`src/rtl/perfmon_sampler_if.sv`:
```
// perfmon_sampler_if
//   MMIO port between an initiator (the sampler) and the perfmon register
//   block, behind the core's MMIO arbiter.
//   bus_req         initiator requests the port from the arbiter
//   bus_gnt         arbiter grant, valid in the same cycle
//   perfmons_enable access strobe (bus_req & bus_gnt)
//   addr_bus        7-bit register address
//   data_store      32-bit write data
//   data_fetch      32-bit read data, combinational in the access cycle
interface perfmon_sampler_if;
  logic        bus_req;
  logic        bus_gnt;
  logic        perfmons_enable;
  logic [6:0]  addr_bus;
  logic [31:0] data_store;
  logic [31:0] data_fetch;

  modport master (
    output bus_req, perfmons_enable, addr_bus, data_store,
    input  bus_gnt, data_fetch
  );

  modport slave (
    input  bus_req, perfmons_enable, addr_bus, data_store,
    output bus_gnt, data_fetch
  );
endinterface

```
`src/rtl/perfmon_sampler.sv`:
```
// perfmon_sampler
//   Snapshots the perfmon counters over MMIO on request and buffers the
//   snapshots in a small FIFO; also issues watchdog pets (write of 0 to 0x30).
//   64-bit counters are read high-low-high and retried on a high-word change.
// Ports:
//   soc_clk, rst_n        clock, synchronous active-low reset
//   sample_trigger        pulse: take a snapshot (dropped if no slot/pending)
//   pet_req               pulse: pet the watchdog (coalesced)
//   mmio                  MMIO initiator port (perfmon_sampler_if.master)
//   snap_valid/snap_ready FIFO head handshake
//   snap_soc/core/miss/retired/torn  head record fields
//   drop_count            saturating count of dropped triggers
//   busy                  sequencer not idle
module perfmon_sampler #(
  parameter int DEPTH     = 4,
  parameter int MAX_RETRY = 3
) (
  input  logic                     soc_clk,
  input  logic                     rst_n,
  input  logic                     sample_trigger,
  input  logic                     pet_req,
  perfmon_sampler_if.master        mmio,
  output logic                     snap_valid,
  input  logic                     snap_ready,
  output logic [63:0]              snap_soc,
  output logic [63:0]              snap_core,
  output logic [31:0]              snap_miss,
  output logic [31:0]              snap_retired,
  output logic                     snap_torn,
  output logic [7:0]               drop_count,
  output logic                     busy
);

  localparam int PW = $clog2(DEPTH);
  localparam int CW = PW + 1;
  localparam int RW = $clog2(MAX_RETRY + 1);
  localparam logic [CW:0]   DEPTH_W     = (CW+1)'(DEPTH);
  localparam logic [RW-1:0] MAX_RETRY_W = RW'(MAX_RETRY);

  typedef enum logic [3:0] {
    S_IDLE, S_PET, S_SH1, S_SL, S_SH2, S_CH1, S_CL, S_CH2, S_MISS, S_RET, S_PUSH
  } state_t;

  typedef struct packed {
    logic [63:0] soc;
    logic [63:0] core;
    logic [31:0] miss;
    logic [31:0] ret;
    logic        torn;
  } rec_t;

  function automatic logic [7:0] sat_inc8(input logic [7:0] v);
    return (v == 8'hFF) ? v : v + 8'd1;
  endfunction

  state_t          state, state_nxt;
  logic            bus_req, take_pet, take_trig, push, pop;
  logic [6:0]      addr;
  logic            pet_pend, trig_pend, trig_accept, in_flight;
  logic            hi_match, retry_ok;
  logic [7:0]      drop_cnt;
  logic [31:0]     hi_first, lo_word;
  logic [RW-1:0]   retry_cnt;
  rec_t            rec_cur;
  rec_t            mem [DEPTH];
  rec_t            head;
  logic [PW-1:0]   wr_ptr, rd_ptr;
  logic [CW-1:0]   count;
  logic [CW:0]     need, room;

  assign hi_match = (mmio.data_fetch == hi_first);
  assign retry_ok = (retry_cnt < MAX_RETRY_W);

  always_ff @(posedge soc_clk) begin
    if (!rst_n) state <= S_IDLE;
    else        state <= state_nxt;
  end

  always_comb begin
    state_nxt = state;
    bus_req   = 1'b0;
    addr      = 7'h00;
    take_pet  = 1'b0;
    take_trig = 1'b0;
    push      = 1'b0;
    case (state)
      S_IDLE: begin
        if (pet_pend) begin
          state_nxt = S_PET;
          take_pet  = 1'b1;
        end else if (trig_pend) begin
          state_nxt = S_SH1;
          take_trig = 1'b1;
        end
      end
      S_PET:  begin bus_req = 1'b1; addr = 7'h30; if (mmio.bus_gnt) state_nxt = S_IDLE; end
      S_SH1:  begin bus_req = 1'b1; addr = 7'h10; if (mmio.bus_gnt) state_nxt = S_SL;   end
      S_SL:   begin bus_req = 1'b1; addr = 7'h14; if (mmio.bus_gnt) state_nxt = S_SH2;  end
      S_SH2: begin
        bus_req = 1'b1;
        addr    = 7'h10;
        if (mmio.bus_gnt) state_nxt = (!hi_match && retry_ok) ? S_SL : S_CH1;
      end
      S_CH1:  begin bus_req = 1'b1; addr = 7'h18; if (mmio.bus_gnt) state_nxt = S_CL;   end
      S_CL:   begin bus_req = 1'b1; addr = 7'h1C; if (mmio.bus_gnt) state_nxt = S_CH2;  end
      S_CH2: begin
        bus_req = 1'b1;
        addr    = 7'h18;
        if (mmio.bus_gnt) state_nxt = (!hi_match && retry_ok) ? S_CL : S_MISS;
      end
      S_MISS: begin bus_req = 1'b1; addr = 7'h28; if (mmio.bus_gnt) state_nxt = S_RET;  end
      S_RET:  begin bus_req = 1'b1; addr = 7'h2C; if (mmio.bus_gnt) state_nxt = S_PUSH; end
      S_PUSH: begin push = 1'b1; state_nxt = S_IDLE; end
      default: state_nxt = S_IDLE;
    endcase
  end

  assign mmio.bus_req         = bus_req;
  assign mmio.perfmons_enable = bus_req & mmio.bus_gnt;
  assign mmio.addr_bus        = addr;
  assign mmio.data_store      = 32'h0;
  assign busy                 = (state != S_IDLE);

  // A trigger reserves a slot: occupied + in-flight record must stay below
  // DEPTH, counting a pop in this cycle as a freed slot.
  assign pop         = snap_valid & snap_ready;
  assign in_flight   = (state != S_IDLE) && (state != S_PET);
  assign need        = {1'b0, count} + (CW+1)'(in_flight);
  assign room        = DEPTH_W + (CW+1)'(pop);
  assign trig_accept = sample_trigger && !trig_pend && (need < room);

  always_ff @(posedge soc_clk) begin
    if (!rst_n) begin
      pet_pend  <= 1'b0;
      trig_pend <= 1'b0;
      drop_cnt  <= 8'h00;
    end else begin
      if (pet_req)       pet_pend <= 1'b1;
      else if (take_pet) pet_pend <= 1'b0;
      if (trig_accept)    trig_pend <= 1'b1;
      else if (take_trig) trig_pend <= 1'b0;
      if (sample_trigger && !trig_accept) drop_cnt <= sat_inc8(drop_cnt);
    end
  end

  assign drop_count = drop_cnt;

  // Capture path: only on granted edges. On a high-word mismatch the new
  // high becomes the reference and the low word is re-read; once retries
  // run out the latest high/low pair is kept and the record marked torn.
  always_ff @(posedge soc_clk) begin
    case (state)
      S_IDLE: begin
        if (take_trig) begin
          retry_cnt    <= '0;
          rec_cur.torn <= 1'b0;
        end
      end
      S_SH1, S_CH1: if (mmio.bus_gnt) hi_first <= mmio.data_fetch;
      S_SL, S_CL:   if (mmio.bus_gnt) lo_word  <= mmio.data_fetch;
      S_SH2, S_CH2: begin
        if (mmio.bus_gnt) begin
          if (!hi_match && retry_ok) begin
            hi_first  <= mmio.data_fetch;
            retry_cnt <= retry_cnt + RW'(1);
          end else begin
            if (state == S_SH2) rec_cur.soc  <= {mmio.data_fetch, lo_word};
            else                rec_cur.core <= {mmio.data_fetch, lo_word};
            retry_cnt <= '0;
            if (!hi_match) rec_cur.torn <= 1'b1;
          end
        end
      end
      S_MISS: if (mmio.bus_gnt) rec_cur.miss <= mmio.data_fetch;
      S_RET:  if (mmio.bus_gnt) rec_cur.ret  <= mmio.data_fetch;
      default: ;
    endcase
  end

  always_ff @(posedge soc_clk) begin
    if (push) mem[wr_ptr] <= rec_cur;
  end

  always_ff @(posedge soc_clk) begin
    if (!rst_n) begin
      wr_ptr <= '0;
      rd_ptr <= '0;
      count  <= '0;
    end else begin
      if (push) wr_ptr <= wr_ptr + PW'(1);
      if (pop)  rd_ptr <= rd_ptr + PW'(1);
      case ({push, pop})
        2'b10:   count <= count + CW'(1);
        2'b01:   count <= count - CW'(1);
        default: ;
      endcase
    end
  end

  // Head fields are forced to zero while empty so reset leaves them clear.
  assign snap_valid   = (count != '0);
  assign head         = mem[rd_ptr];
  assign snap_soc     = snap_valid ? head.soc  : 64'h0;
  assign snap_core    = snap_valid ? head.core : 64'h0;
  assign snap_miss    = snap_valid ? head.miss : 32'h0;
  assign snap_retired = snap_valid ? head.ret  : 32'h0;
  assign snap_torn    = snap_valid & head.torn;

endmodule

```
`src/flat_wrapper.sv`:
```
// flat-port wrapper written by rule: the top's interface ports become plain ports
module perfmon_sampler_flat 
#(
  parameter int DEPTH     = 4,
  parameter int MAX_RETRY = 3
)
  (soc_clk, rst_n, sample_trigger, pet_req, snap_valid, snap_ready, snap_soc, snap_core, snap_miss, snap_retired, snap_torn, drop_count, busy, mmio_bus_req, mmio_perfmons_enable, mmio_addr_bus, mmio_data_store, mmio_bus_gnt, mmio_data_fetch);
  perfmon_sampler_if mmio_i ();
  input  logic soc_clk;
  input  logic rst_n;
  input  logic sample_trigger;
  input  logic pet_req;
  output logic snap_valid;
  input  logic snap_ready;
  output logic [63:0] snap_soc;
  output logic [63:0] snap_core;
  output logic [31:0] snap_miss;
  output logic [31:0] snap_retired;
  output logic snap_torn;
  output logic [7:0] drop_count;
  output logic busy;
  output wire logic [$bits(mmio_i.bus_req)-1:0] mmio_bus_req;
  output wire logic [$bits(mmio_i.perfmons_enable)-1:0] mmio_perfmons_enable;
  output wire logic [$bits(mmio_i.addr_bus)-1:0] mmio_addr_bus;
  output wire logic [$bits(mmio_i.data_store)-1:0] mmio_data_store;
  input wire logic [$bits(mmio_i.bus_gnt)-1:0] mmio_bus_gnt;
  input wire logic [$bits(mmio_i.data_fetch)-1:0] mmio_data_fetch;
  assign mmio_bus_req = mmio_i.bus_req;
  assign mmio_perfmons_enable = mmio_i.perfmons_enable;
  assign mmio_addr_bus = mmio_i.addr_bus;
  assign mmio_data_store = mmio_i.data_store;
  assign mmio_i.bus_gnt = mmio_bus_gnt;
  assign mmio_i.data_fetch = mmio_data_fetch;
  perfmon_sampler #(.DEPTH(DEPTH), .MAX_RETRY(MAX_RETRY)) u_core (.soc_clk(soc_clk), .rst_n(rst_n), .sample_trigger(sample_trigger), .pet_req(pet_req), .mmio(mmio_i), .snap_valid(snap_valid), .snap_ready(snap_ready), .snap_soc(snap_soc), .snap_core(snap_core), .snap_miss(snap_miss), .snap_retired(snap_retired), .snap_torn(snap_torn), .drop_count(drop_count), .busy(busy));
endmodule
```
`config.mk`:
```
export PLATFORM = sky130hd
export DESIGN_NAME = perfmon_sampler_flat
export DESIGN_NICKNAME = d
export VERILOG_FILES = /design/src/rtl/perfmon_sampler_if.sv /design/src/rtl/perfmon_sampler.sv /design/src/flat_wrapper.sv
export SDC_FILE = /design/constraint.sdc
export NUM_CORES = 1
export LEC_CHECK = 0
export CAP_MARGIN = 0
export CORE_MARGIN = 8
export CORE_UTILIZATION = 58
export DETAILED_ROUTE_END_ITERATION = 10
export GPL_TIMING_DRIVEN = 0
export PLACE_DENSITY = 0.79
export SLEW_MARGIN = 20
export SYNTH_ARGS = -nofsm -noshare
export SYNTH_HDL_FRONTEND = slang
export SYNTH_SLANG_ARGS = --single-unit
```
`constraint.sdc`:
```
create_clock -name soc_clk -period 6.6 [get_ports soc_clk]
set_input_delay 1.65 -clock soc_clk [delete_from_list [all_inputs] [get_ports soc_clk]]
set_output_delay 1.65 -clock soc_clk [all_outputs]
set_load 0.01 [all_outputs]
```
==> reports/qor.txt <==
Status: completed
Die ar.: 75,570 sq um
Via-per-instance ratio: 6.021
Crit Reg-Reg Endpoint: u_core.rec_cur[172]
Worst hold slack: 449.6 ps
Drt first-iter violations: 2,073
Yosys top cell area share: 79.64%
Initial Utilization: 58.20%
Clock sink total: 1,054
Clock share of power: 41.8%
Util after Layout: 69.27%
Crit Path Class: reg2out
Area growth, synth to finish: 19.03%
Number of distinct library cells after synthesis: 48
Sum Neg Setup Slack: 0 ps
Post-CTS Setup Bufs: 0
CP Launch Type: flop
WP data required: 4950 ps
CTS HTree Levels: 3
First-pass GRT wire length: 127,200 microns
Worst-path fanout max: 12
GRT overflow: 0
Worst-path clk slew: 70 ps
Nets: 2,199
Worst-Margin Slew: 1116 ps
Vias: 18,710
Core area: 66,800 sq um
Critical Path, Cell by Cell: clkbuf_1 > clkbuf_1 > buf_2 > mux4_2 > and2_1 > clkdlybuf4s50_1
CTS tree: built
Asr flop ratio synth: 0%
Final worst path period share: 84.20%
Post-cts sizing count: 0
Final HPWL DP: 53,760 microns
Worst setup EP type: output pin
HP Start: u_core.lo_word[24]
Power share of the combinational group: 1.6%
Seq pwr share: 56.6%
Reg2Reg Setup Slack: 3550 ps
Final worst path period need: 5557 ps
Setup WS pre-CTS: 1330 ps
Arrival @ worst endpoint: 3910 ps
Share of cells above drive strength 1: 19.49%
CTS max path bufs: 3
ANT nets after route: 0
# IOs: 282
Synthesized area per cell: 22.27 sq um
Root Driver: clkbuf_16
Synth Warn #: 0
Post-Synthesis Cells: 1,746
Relative slew slack: 25.57%
Drt pass-1 iters: 5
PortBufs: 246
Maximum vdd drop: 0.0002046 V
CTS buffer count: 96
Vias in the first global route: 19,230
Worst setup margin: 1043 ps
CP bufs+invs: 4
Sw frac: 19.38%
Final Setup Violations: 0
Cts hold-fix bufs: 0
Fin. Hold Viols: 0
Tot GR Track Use: 23.24%
Pint: 10.38 mW
WL/cell: 28.53 microns
R2R depth: 6
Sequential area share after synthesis: 80.82%
Critical path's top delay family: buffers and inverters
DIE HEIGHT: 274.9 microns
Pwr dens: 278.2 nW/um^2
Main area contributors after synthesis: edfxtp_1, mux4_2, and2_1, dfxtp_1, xor2_1
Max stage delay on crit path: 860 ps
Die width: 274.9 microns
Hold endpoint: u_core.rec_cur[89]
HP Class: reg2reg
Gpl congestion: 0.8363
Yosys reg bits: 1,054
Synthesized cell area: 38,880 sq um
Largest net degree at the start of global routing: 44
Core Rows: 95
Max cap viols: 0
Worst skew pair latency: 660 ps
Fmax: 0.1799 GHz
Initial antenna violation count: 6
Worst path most repeated cell: clkbuf_1
Worst hold stages: 0
Net Sw Power: 2.495 mW
Drt total wl: 88,630 microns
Reg2reg start: u_core.hi_first[27]
CP max-delay cell: clkbuf_1
Leakage: 14.62 nW
DRC viols: 0
RSZ-0062 raised after global routing: no
Clock Skews: 39.10 ps
Synth Flop Type: edfxtp_1
Pins Over Slew Limit: 0
Synth area leader: edfxtp_1
Post-synth EDFFs: 1,031
[worst max-delay path by stage]
stage	startpoint	end	slack (ps)	depth (start not counted)
CTS	flop	snap_core[36]	1070	6
detailed placement	mmio_data_fetch[26]	u_core.rec_cur[137]	1330	7
finish	flop	snap_core[36]	1040	6
floorplan	u_core.state[0]	u_core.mem[1][0]	730	3
global route	flop	snap_core[36]	980	6
global placement	u_core.state[1]	u_core.mem[0][149]	-2890	3
[cell usage after synthesis, types with 2 or more instances]
cell type / n
xor2_1: 38
edfxtp_1: 1031
nand3_1: 3
nand2b_1: 6
buf_1: 10
ha_1: 9
buf_2: 24
mux4_2: 193
or4_1: 2
inv_2: 2
and3_1: 6
mux2i_1: 3
dfxtp_1: 23
o21ai_0: 5
inv_1: 9
o211ai_1: 4
o22ai_1: 2
nand2_1: 11
nand4_1: 3
o31ai_1: 4
o21ai_1: 5
nor2b_1: 2
buf_6: 2
or3_1: 5
buf_4: 35
a21oi_1: 16
a22o_1: 2
nor2_1: 27
and2_1: 200
nor4_1: 9
clkbuf_1: 36
xnor2_1: 3
[power by group through the flow]
stage               Sequential [mW]  Combinational, mW  Clock (mW)
floorplan                      7.43             0.0881           0
global placement               7.43              0.190           0
detailed placement             7.43              0.201           0
CTS                            7.29              0.204        5.42
global route                   7.29              0.218        5.67
finish                         7.29              0.208        5.38
[per-layer routing]
| layer | wire length [microns] | global-route usage [%] |
|---|---|---|
| met3 | 6676 | 3.980 |
| met1 | 34390 | 31.25 |
| met2 | 45230 | 39.41 |
| met4 | 2333 | 6.703 |
| met5 | 0 | 0 |
[per-stage QoR]
stage	power, mW	std cells	instance area [sq um]
global placement	7.622	2899	42560
floorplan	7.517	1780	39000
global route	13.18	3105	46270
finish	12.87	3107	46270
CTS	12.91	3105	46270
detailed placement	7.633	2926	43230
[cell families after synthesis]
kind of cell	count (synthesis)	share of synthesized area, %
XOR/XNOR	41	0.9237
flip-flops	1054	80.82
adder cells (fa/ha/maj)	10	0.3412
AND/OR/NAND/NOR	279	4.252
AO/OA/AOI/OAI	47	0.8014
other	1	0.009646
buffers and inverters	118	1.593
multiplexers	196	11.26
[worst reg2reg max path, delay by kind of cell (launching register included)]
| kind | cells | cell delay [ps] |
|---|---|---|
| DFF | 1 | 380 |
| buffers and inverters | 1 | 330 |
| AOI/OAI and AO/OA | 1 | 420 |
| and+or+nand+nor | 3 | 1350 |
| xor gates and xnor gates | 1 | 190 |
[area by class of cell]
class	instances	area (sq um)
multi-input cells	608	7005
clock inverters	60	484.2
inverters	11	41.29
well taps	873	1092
plain buffers	107	579.3
diodes	2	5.005
flip-flops and latches	1054	31420
repair buffers	273	3093
fillers	3908	20530
clock buffers	119	2552
[flip-flops by register name (all words and copies together) (netlist names), named ones only]
signal             flops
u_core.retry_cnt       2
u_core.mem           772
u_core.drop_count      8
u_core.pet_pend        1
u_core.wr_ptr          2
u_core.rd_ptr          2
u_core.count           3
u_core.lo_word        32
u_core.state           4
u_core.rec_cur       193
u_core.hi_first       32
u_core.trig_pend       1
[cells in the final DEF (no fill, tap or decap), types with 5 or more instances in the layout]
master	count
edfxtp_1	1031
ha_1	9
buf_16	12
xor2_1	38
buf_4	35
conb_1	35
clkbuf_16	99
clkinv_1	20
buf_1	10
buf_2	24
dfxtp_1	23
and2_1	196
a21oi_1	15
clkbuf_1	55
o21ai_1	5
buf_12	15
nor2_1	26
clkdlybuf4s50_1	246
or3_1	5
nor4_1	9
clkinv_2	22
clkinvlp_4	6
mux4_2	193
o21ai_0	5
inv_1	9
nand2b_1	6
bufinv_16	7
nand2_1	11
(Power assumes the default switching activity.)
